`src/rtl/snow64_memory_bus_guard.sv`:
```
// Owner of the external memory bus, shared by the read and write FIFOs.
// Round-robin grant, one line-sized transaction at a time, with a watchdog that flags a sticky error.
//
// state   | meaning
// --------+------------------------------------------------------------
// IDLE    | no transaction outstanding, arbitrating rd_req / wr_req
// WAIT_RD | read command on the bus, waiting for mem_ack or watchdog
// WAIT_WR | write command on the bus, waiting for mem_ack or watchdog
module snow64_memory_bus_guard #(
   parameter int ADDR_WIDTH     = 64,
   parameter int DATA_WIDTH     = 256,
   parameter int TIMEOUT_CYCLES = 1024
) (
   input  logic                  clk,
   input  logic                  rst,

   input  logic                  rd_req,
   input  logic [ADDR_WIDTH-1:0] rd_addr,
   output logic                  rd_cmd_accepted,
   output logic                  rd_valid,
   output logic [DATA_WIDTH-1:0] rd_data,

   input  logic                  wr_req,
   input  logic [ADDR_WIDTH-1:0] wr_addr,
   input  logic [DATA_WIDTH-1:0] wr_data,
   output logic                  wr_cmd_accepted,
   output logic                  wr_valid,

   output logic                  mem_req,
   output logic                  mem_we,
   output logic [ADDR_WIDTH-1:0] mem_addr,
   output logic [DATA_WIDTH-1:0] mem_wdata,
   input  logic                  mem_ack,
   input  logic [DATA_WIDTH-1:0] mem_rdata,

   output logic                  busy,
   output logic                  timeout_err
);

   localparam logic [1:0] IDLE    = 2'd0;
   localparam logic [1:0] WAIT_RD = 2'd1;
   localparam logic [1:0] WAIT_WR = 2'd2;

   localparam logic GRANT_RD = 1'b0;
   localparam logic GRANT_WR = 1'b1;

   localparam int OFFSET_W = $clog2(DATA_WIDTH / 8);
   localparam logic [ADDR_WIDTH-1:0] LINE_MASK = {ADDR_WIDTH{1'b1}} << OFFSET_W;

   // Counter is kept at least one bit wide so a disabled watchdog still elaborates.
   localparam int CNT_W    = (TIMEOUT_CYCLES < 2) ? 1 : $clog2(TIMEOUT_CYCLES + 1);
   localparam bit WDOG_EN  = (TIMEOUT_CYCLES != 0);
   localparam int LAST_INT = WDOG_EN ? (TIMEOUT_CYCLES - 1) : 0;
   localparam logic [CNT_W-1:0] CNT_LAST = LAST_INT[CNT_W-1:0];
   localparam logic [CNT_W-1:0] CNT_MAX  = '1;

   logic [1:0]       state;
   logic [1:0]       state_next;
   logic             last_grant;
   logic [CNT_W-1:0] wdog_cnt;

   logic             grant_rd;
   logic             grant_wr;
   logic             done_ok;
   logic             expire;
   logic             finish;
   logic [ADDR_WIDTH-1:0] grant_addr;

   always_comb begin
      state_next = state;
      grant_rd   = 1'b0;
      grant_wr   = 1'b0;
      done_ok    = 1'b0;
      expire     = 1'b0;
      case (state)
         IDLE: begin
            if (rd_req && (!wr_req || (last_grant == GRANT_WR))) begin
               grant_rd   = 1'b1;
               state_next = WAIT_RD;
            end else if (wr_req) begin
               grant_wr   = 1'b1;
               state_next = WAIT_WR;
            end
         end
         WAIT_RD, WAIT_WR: begin
            // An ack on the expiry edge wins over the watchdog.
            if (mem_ack) begin
               done_ok = 1'b1;
            end else if (WDOG_EN && (wdog_cnt == CNT_LAST)) begin
               expire = 1'b1;
            end
            if (done_ok || expire) begin
               state_next = IDLE;
            end
         end
         default: state_next = IDLE;
      endcase
   end

   assign finish     = done_ok || expire;
   assign grant_addr = (grant_wr ? wr_addr : rd_addr) & LINE_MASK;
   assign busy       = (state != IDLE);

   always_ff @(posedge clk or posedge rst) begin
      if (rst) begin
         state      <= IDLE;
         last_grant <= GRANT_WR;
         wdog_cnt   <= '0;
      end else begin
         state <= state_next;
         if (grant_rd || grant_wr) begin
            wdog_cnt   <= '0;
            last_grant <= grant_wr ? GRANT_WR : GRANT_RD;
         end else if (busy && !finish && (wdog_cnt != CNT_MAX)) begin
            wdog_cnt <= wdog_cnt + 1'b1;
         end
      end
   end

   always_ff @(posedge clk or posedge rst) begin
      if (rst) begin
         mem_req   <= 1'b0;
         mem_we    <= 1'b0;
         mem_addr  <= '0;
         mem_wdata <= '0;
      end else begin
         if (grant_rd || grant_wr) begin
            mem_req  <= 1'b1;
            mem_we   <= grant_wr;
            mem_addr <= grant_addr;
            if (grant_wr) begin
               mem_wdata <= wr_data;
            end
         end else if (finish) begin
            mem_req <= 1'b0;
         end
      end
   end

   always_ff @(posedge clk or posedge rst) begin
      if (rst) begin
         rd_cmd_accepted <= 1'b0;
         wr_cmd_accepted <= 1'b0;
         rd_valid        <= 1'b0;
         wr_valid        <= 1'b0;
      end else begin
         rd_cmd_accepted <= grant_rd;
         wr_cmd_accepted <= grant_wr;
         rd_valid        <= finish && (state == WAIT_RD);
         wr_valid        <= finish && (state == WAIT_WR);
      end
   end

   // Aborted reads return an all-zero line so stale data is never mistaken for a result.
   always_ff @(posedge clk or posedge rst) begin
      if (rst) begin
         rd_data     <= '0;
         timeout_err <= 1'b0;
      end else begin
         if (state == WAIT_RD) begin
            if (done_ok) begin
               rd_data <= mem_rdata;
            end else if (expire) begin
               rd_data <= '0;
            end
         end
         if (expire) begin
            timeout_err <= 1'b1;
         end
      end
   end

endmodule

```
`config.mk`:
```
export PLATFORM = sky130hd
export DESIGN_NAME = snow64_memory_bus_guard
export DESIGN_NICKNAME = d
export VERILOG_FILES = /design/src/rtl/snow64_memory_bus_guard.sv
export SDC_FILE = /design/constraint.sdc
export NUM_CORES = 1
export LEC_CHECK = 0
export CAP_MARGIN = 20
export CORE_AREA = 10 10 474 476
export DETAILED_ROUTE_END_ITERATION = 12
export DIE_AREA = 0 0 484 486
export MAX_ROUTING_LAYER = met4
export PLACE_DENSITY = 0.4
export RECOVER_POWER = 25
export SLEW_MARGIN = 20
export SYNTH_ARGS = -nofsm -noshare
export SYNTH_HDL_FRONTEND = slang
export SYNTH_SLANG_ARGS = --single-unit
```
`constraint.sdc`:
```
create_clock -name clk -period 48.8 [get_ports clk]
set_clock_uncertainty 0.2 [all_clocks]
set_input_delay 9.76 -clock clk [delete_from_list [all_inputs] [get_ports clk]]
set_output_delay 9.76 -clock clk [all_outputs]
set_load 0.03 [all_outputs]
```
==> results.py, run 1 <==
metrics = {
    "floorplanning": {
        "die_area_sq_um": 235000,
        "start_util_pct": 10.2,
        "core-area_sq_um": 216000,
        "chipWidth_um": 484,
        "die-height_um": 486,
        "io_pins": 1229,
        "std_cell_rows": 171,
    },
    "sta": {
        "max_slew_margin_pct": -464,
        "hold_viol_final": 0,
        "slew_violations": 556,
        "setup_slack_ns": 29.92,
        "finalCritPeriodShare_pct": 38.7,
        "worst_slew_pin_slew_ns": 8.46,
        "fmax_ghz": 0.0530,
        "setup_viol_count_final": 0,
        "fin_setup_tns_ns": 0,
        "grt_setup_unrepaired": "false",
        "period_needed_ns": 18.88,
    },
    "power": {
        "p_int_w": 0.00171,
        "swShare_pct": 44.6,
        "powerDensity_nw_per_um2": 76.8,
        "pwr-share-comb_pct": 51.6,
        "vdd_drop_max_uv": 29.7,
        "p_seq_share_pct": 27.7,
        "p_leak_nw": 16.1,
        "p_clk_share_pct": 20.7,
        "power_switching_w": 0.00138,
    },
    "yosys": {
        "synthArstFlopShare_pct": 100,
        "syn_area_per_cell_sq_um": 15.5,
        "synth_area_sq_um": 21900,
        "ys_types": 44,
        "ys_warn_count": 0,
        "synth_flop_cell": "dfrtp_1",
        "synth_seq_area_share_pct": 67.5,
        "netlist_instances": 1415,
        "synth.ff_latch_count": 592,
        "synth-edff-count": 0,
    },
    "layout": {
        "final_area_sq_um": 40200,
        "area_growth_syn_to_layout_pct": 83.3,
        "utilization_pct": 18.6,
        "layout-drive-gt1-share_pct": 15.3,
        "fin_cells": 5626,
        "final_nets": 3280,
    },
    "drt": {
        "avgViaCountPerCell": 3.35,
        "ant_nets": 0,
        "drtPass1Iterations": 10,
        "wirelength_mm": 181,
        "via_count": 18800,
        "remaining_drc_errors": 0,
        "drt_iter0_markers": 1186,
        "wire_per_inst_um": 32.2,
    },
    "cts": {
        "max-clock-path-buffers": 3,
        "cts_sinks": 592,
        "cts_buffers": 83,
        "cts_setup_buffers": 0,
        "hold_buffers": 0,
        "cts-root-buf": "clkbuf_16",
        "cts_resized": 0,
        "cts_tree": "built",
        "h-tree-depth": 3,
        "clkTransAtPathRegs_ns": 0.06,
        "insertion_delay_ns": 0.72,
    },
    "setup_path": {
        "cp_max_fo": 141,
        "reg2reg_from": "state[1]",
        "worst-r2r-cell-count": 5,
        "timing.rr.end": "rd_data[147]",
        "slowest_delay_ns": 5.88,
        "required_ns": 49.22,
        "cp_slowest_cell": "clkbuf_1",
        "critPathCapture": "rd_data[147]",
        "end_kind": "flip-flop",
        "cpLargestDelayFamily": "buffers and inverters",
        "rrSetupSlack_ns": 38.74,
        "cp.arrival_ns": 19.30,
        "path_cells": "dlygate4sd3_1 -> and3_1 -> clkbuf_1 -> a22o_1",
        "worst-path-buf-inv": 2,
        "start_kind": "primary input",
        "crit_cells": 4,
        "worstSetupPathType": "in2reg",
        "startpoint": "mem_ack",
    },
    "place": {
        "gp_congestion": 0.844,
        "place_area_sq_um": 37300,
        "place_hpwl_mm": 152,
        "io_buffers": 1213,
        "pre_cts_ws_ns": 33.94,
        "dpl.cell_count": 5400,
    },
    "worst_hold_path": {
        "worst_hold_path_type": "reg2reg",
    },
    "global_route": {
        "antenna_found_initial": 215,
        "overflow": 0,
        "grt_pass1_vias": 19500,
        "track_usage_pct": 15.2,
        "grt_pass1_wl_mm": 226,
        "grt_start_max_net_pins": 142,
    },
    "flow_run": {
        "cap_violations": 10,
    },
    "run_status": {
        "violations": "max-capacitance violations, max-slew violations",
        "status": "finished, violations left",
    },
}
flip-flops by register name (all words and copies together) (netlist names):
register,cells
last_grant,1
mem_addr,59
mem_req,1
mem_wdata,256
mem_we,1
rd_cmd_accepted,1
rd_data,256
rd_valid,1
state,2
timeout_err,1
wdog_cnt,11
wr_cmd_accepted,1
wr_valid,1
placed cells by master (no fill, tap or decap), types with 4 or more instances in the layout:
cell / instances
clkdlybuf4s50_1: 1051
dfrtp_1: 591
a22o_1: 256
mux2_2: 256
dlygate4sd3_1: 162
clkbuf_16: 84
diode_2: 75
inv_1: 68
a222oi_1: 59
clkbuf_1: 29
buf_4: 17
clkinv_2: 13
clkbuf_8: 13
nand2_1: 8
o21ai_0: 8
nand3_1: 6
bufinv_16: 6
conb_1: 5
nor2_1: 4
ha_1: 4
clkinv_16: 4
clkinvlp_4: 4
power groups by stage:
| stage | logic (W) | clock network (W) | registers [W] |
|---|---|---|---|
| 2_1_floorplan | 0.000330 | 0 | 0.00130 |
| 3_3_place_gp | 0.00165 | 0 | 0.000853 |
| 3_5_place_dp | 0.00165 | 0 | 0.000860 |
| 4_1_cts | 0.00165 | 0.000670 | 0.000858 |
| 5_1_grt | 0.00168 | 0.000685 | 0.000885 |
| 6_report | 0.00159 | 0.000639 | 0.000854 |
metrics by stage:
| stage | hold WS, ns | power (W) |
|---|---|---|
| finish | 0.273 | 0.00309 |
| global route | 0.292 | 0.00325 |
| CTS | 0.271 | 0.00318 |
| detailed placement | 0.245 | 0.00251 |
| global placement | 0.249 | 0.00250 |
| floorplan | 0.271 | 0.00163 |
worst register-to-register path: stages (launching register included):
cell and delay, ns:
dfrtp_1 0.37, inv_1 0.09, ha_1 0.44, and3_1 2.02, clkbuf_1 5.89, a22o_1 0.97
synth_stat cells, types with 2 or more instances:
library cell | instances | area share [%]
o211ai_1 | 3 | 0.10
nor2_1 | 4 | 0.068
mux2i_1 | 3 | 0.14
nand2b_1 | 2 | 0.057
a22o_1 | 256 | 10
a21oi_1 | 3 | 0.068
buf_2 | 30 | 0.68
nor3_1 | 2 | 0.046
clkbuf_1 | 43 | 0.74
nand2_1 | 8 | 0.14
mux2_2 | 256 | 13
dfrtp_1 | 591 | 67
buf_6 | 25 | 1.3
inv_1 | 69 | 1.2
buf_1 | 9 | 0.15
ha_1 | 4 | 0.23
a21o_1 | 3 | 0.10
buf_4 | 5 | 0.17
nand3_1 | 6 | 0.14
a222oi_1 | 59 | 2.7
a31oi_1 | 3 | 0.086
o31ai_1 | 3 | 0.10
o21ai_0 | 7 | 0.16
worst min path at each step:
stage / start / endpoint / slack [ns] / depth (start not counted)
after floorplan: wdog_cnt[9] / wdog_cnt[9] / 0.27 / 1
after global routing: timeout_err / timeout_err / 0.29 / 1
final: timeout_err / timeout_err / 0.27 / 1
after detailed placement: timeout_err / timeout_err / 0.25 / 1
after global placement: timeout_err / timeout_err / 0.25 / 1
after CTS: timeout_err / timeout_err / 0.27 / 1
area by class of cell:
type                            count  area [sq um]
Multi-Input combinational cell    645          6210
Antenna cell                       75           188
Timing Repair Buffer             1239         12300
Clock buffer                      120          2370
Inverter                           70           265
Clock inverter                     31           449
Sequential cell                   592         14800
Tap cell                         2854          3570
Fill cell                       23500        175000
layer usage:
layer | routed length, um | GRT usage, % | up-vias
met5 | 0 | - | -
met4 | 3960 | 3.18 | 0
met3 | 33900 | 12.4 | 291
met2 | 76200 | 21.9 | 1279
met1 | 67000 | 16.0 | 9387
li1 | - | - | 7881
logic make-up (layout without fill, tap and decap cells):
logic type,Yosys count,in the layout,synth area share (%)
mux,259,259,13.3
other cells,1,80,0.0171
xor+xnor,1,1,0.0399
compound gates,345,345,13.9
flops,592,592,67.5
fa+ha+maj,4,4,0.228
buf+inv,182,1460,4.23
simple gates,31,31,0.810
(Power assumes the default switching activity.)
==> run 2, diff against run 1 <==
Settings changed: CORE_AREA 10 10 474 476 to 10 10 466 468, DIE_AREA 0 0 484 486 to 0 0 476 478.
Clock period 48.8 ns to 19.2 ns, I/O delays scaled along.
==> results.py, run 2 (synthesis gave the netlist of run 1 again) <==
metrics = {
    "layout": {
        "final_nets": 3277,
        "largest_registers": "mem_wdata x256, rd_data x256, mem_addr x59",
        "fillCellCount": 22700,
        "layout_commonest_cell": "clkdlybuf4s50_1",
        "layout_common_cells": "clkdlybuf4s50_1 (1,209), dfrtp_1 (591), a22o_1 (256), mux2_2 (256), clkbuf_16 (84)",
        "layout-drive-gt1-share_pct": 15.4,
        "final_area_sq_um": 40100,
        "area_growth_syn_to_layout_pct": 82.8,
        "fin_cells": 5551,
    },
    "global_route": {
        "grt_pass1_wl_mm": 207,
        "overflow": 0,
        "grt_start_max_net_pins": 188,
        "track_usage_pct": 14.1,
        "antenna_found_initial": 143,
        "grt_pass1_vias": 19300,
    },
    "setup_path": {
        "crit_cells": 5,
        "rrSetupSlack_ns": 10.26,
        "required_ns": 19.59,
        "cp_max_fo": 139,
        "reg2reg_from": "state[0]",
        "startpoint": "wr_req",
        "cp.arrival_ns": 12.32,
        "slowest_delay_ns": 6.00,
        "path_cells": "dlygate4sd3_1 -> nand2_1 -> a21oi_1 -> clkbuf_1 -> mux2_2",
        "worst-r2r-cell-count": 6,
        "worst-path-buf-inv": 2,
        "cp_slowest_cell": "clkbuf_1",
        "timing.rr.end": "mem_wdata[221]",
        "start_kind": "primary input",
        "end_kind": "flip-flop",
        "cpLargestDelayFamily": "buffers and inverters",
        "worstSetupPathType": "in2reg",
    },
    "cts": {
        "clkTransAtPathRegs_ns": 0.06,
        "cts_setup_buffers": 0,
        "cts_resized": 0,
        "cts_sinks": 592,
        "cts_tree": "built",
        "h-tree-depth": 3,
        "max-clock-path-buffers": 3,
        "cts_buffers": 84,
        "cts-root-buf": "clkbuf_16",
        "hold_buffers": 0,
        "insertion_delay_ns": 0.70,
    },
    "worst_hold_path": {
        "hold_path_depth": 1,
        "min_to": "mem_we",
        "worst_hold_path_type": "reg2reg",
        "hold_start": "mem_we",
    },
    "power": {
        "powerDensity_nw_per_um2": 197,
        "swShare_pct": 43.5,
        "p_seq_share_pct": 27.6,
        "pwr-share-comb_pct": 51.4,
        "p_leak_nw": 16.0,
        "p_int_w": 0.00447,
        "vdd_drop_max_uv": 81.1,
        "power_switching_w": 0.00343,
        "p_clk_share_pct": 21.0,
    },
    "sta": {
        "period_needed_ns": 11.92,
        "finalCritPeriodShare_pct": 62.1,
        "grt_setup_unrepaired": "false",
        "worst_slew_pin_slew_ns": 8.68,
        "hold_viol_final": 0,
        "slew_violations": 540,
        "max_slew_margin_pct": -479,
        "hold_slack_ns": 0.283,
        "setup_viol_count_final": 0,
        "fin_setup_tns_ns": 0,
        "fmax_ghz": 0.0839,
    },
    "floorplanning": {
        "start_util_pct": 10.5,
        "die_area_sq_um": 228000,
        "io_pins": 1229,
        "chipWidth_um": 476,
        "core-area_sq_um": 208000,
        "die-height_um": 478,
        "std_cell_rows": 168,
    },
    "place": {
        "dpl.cell_count": 5347,
        "io_buffers": 1213,
        "place_hpwl_mm": 135,
        "gp_congestion": 0.869,
        "place_area_sq_um": 37200,
    },
    "drt": {
        "ant_nets": 0,
        "via_count": 18500,
        "wirelength_mm": 165,
        "drt_iter0_markers": 1262,
        "drtPass1Iterations": 7,
        "avgViaCountPerCell": 3.33,
        "wire_per_inst_um": 29.6,
        "remaining_drc_errors": 0,
    },
    "run_status": {
        "status": "finished, violations left",
        "violations": "max-capacitance violations, max-slew violations",
    },
    "flow_run": {
        "cap_violations": 10,
    },
}
## run 2: cell count changes in the layout (fill, tap and decap cells not counted), moves of 5 or more
cell             delta
diode_2            -23
clkbuf_8            +5
clkdlybuf4s50_1   +158
dlygate4sd3_1     -158
buf_4               -6
clkinv_2            -6
## run 2: power groups by stage
stage	Sequential (W)	Combinational [W]	Clock [W]
5_1_grt	0.00225	0.00429	0.00179
2_1_floorplan	0.00330	0.000839	0
4_1_cts	0.00218	0.00412	0.00175
3_3_place_gp	0.00218	0.00411	0
3_5_place_dp	0.00219	0.00411	0
6_report	0.00218	0.00406	0.00166
## run 2: worst max-delay path by stage
stage                           endpoint
after global placement      rd_data[114]
after detailed placement     rd_data[78]
after CTS                   rd_data[138]
final                     mem_wdata[221]
after floorplan             mem_addr[10]
after global routing      mem_wdata[155]
## run 2: routing by layer
layer | vias to the layer above | global-route usage, % | part of all wire (%)
li1 | 7826 | - | -
met1 | 9184 | 15.4 | 37
met2 | 1204 | 21.1 | 43
met3 | 259 | 9.46 | 17
met4 | 0 | 3.37 | 2.6
met5 | - | - | 0
## run 2: layout make-up
cell class              instances  area [sq um]  area share, %
diodes                         52           130          0.324
clock buffers                 119          2410           6.02
clock inverters                33           460           1.15
inverters                      70           264          0.658
multi-input cells             645          6210           15.5
flip-flops and latches        592         14800           36.9
well taps                    2805          3510           8.75
repair buffers               1235         12300           30.7
## run 2: through the flow
stage                     power [W]  util, %  worst slack (ns)
after floorplan             0.00414        -              7.09
after global routing        0.00833     19.2              6.07
after global placement      0.00629     17.8             10.73
after detailed placement    0.00630     17.9             10.75
after CTS                   0.00806     19.2             11.57
final                       0.00790     19.3              7.28
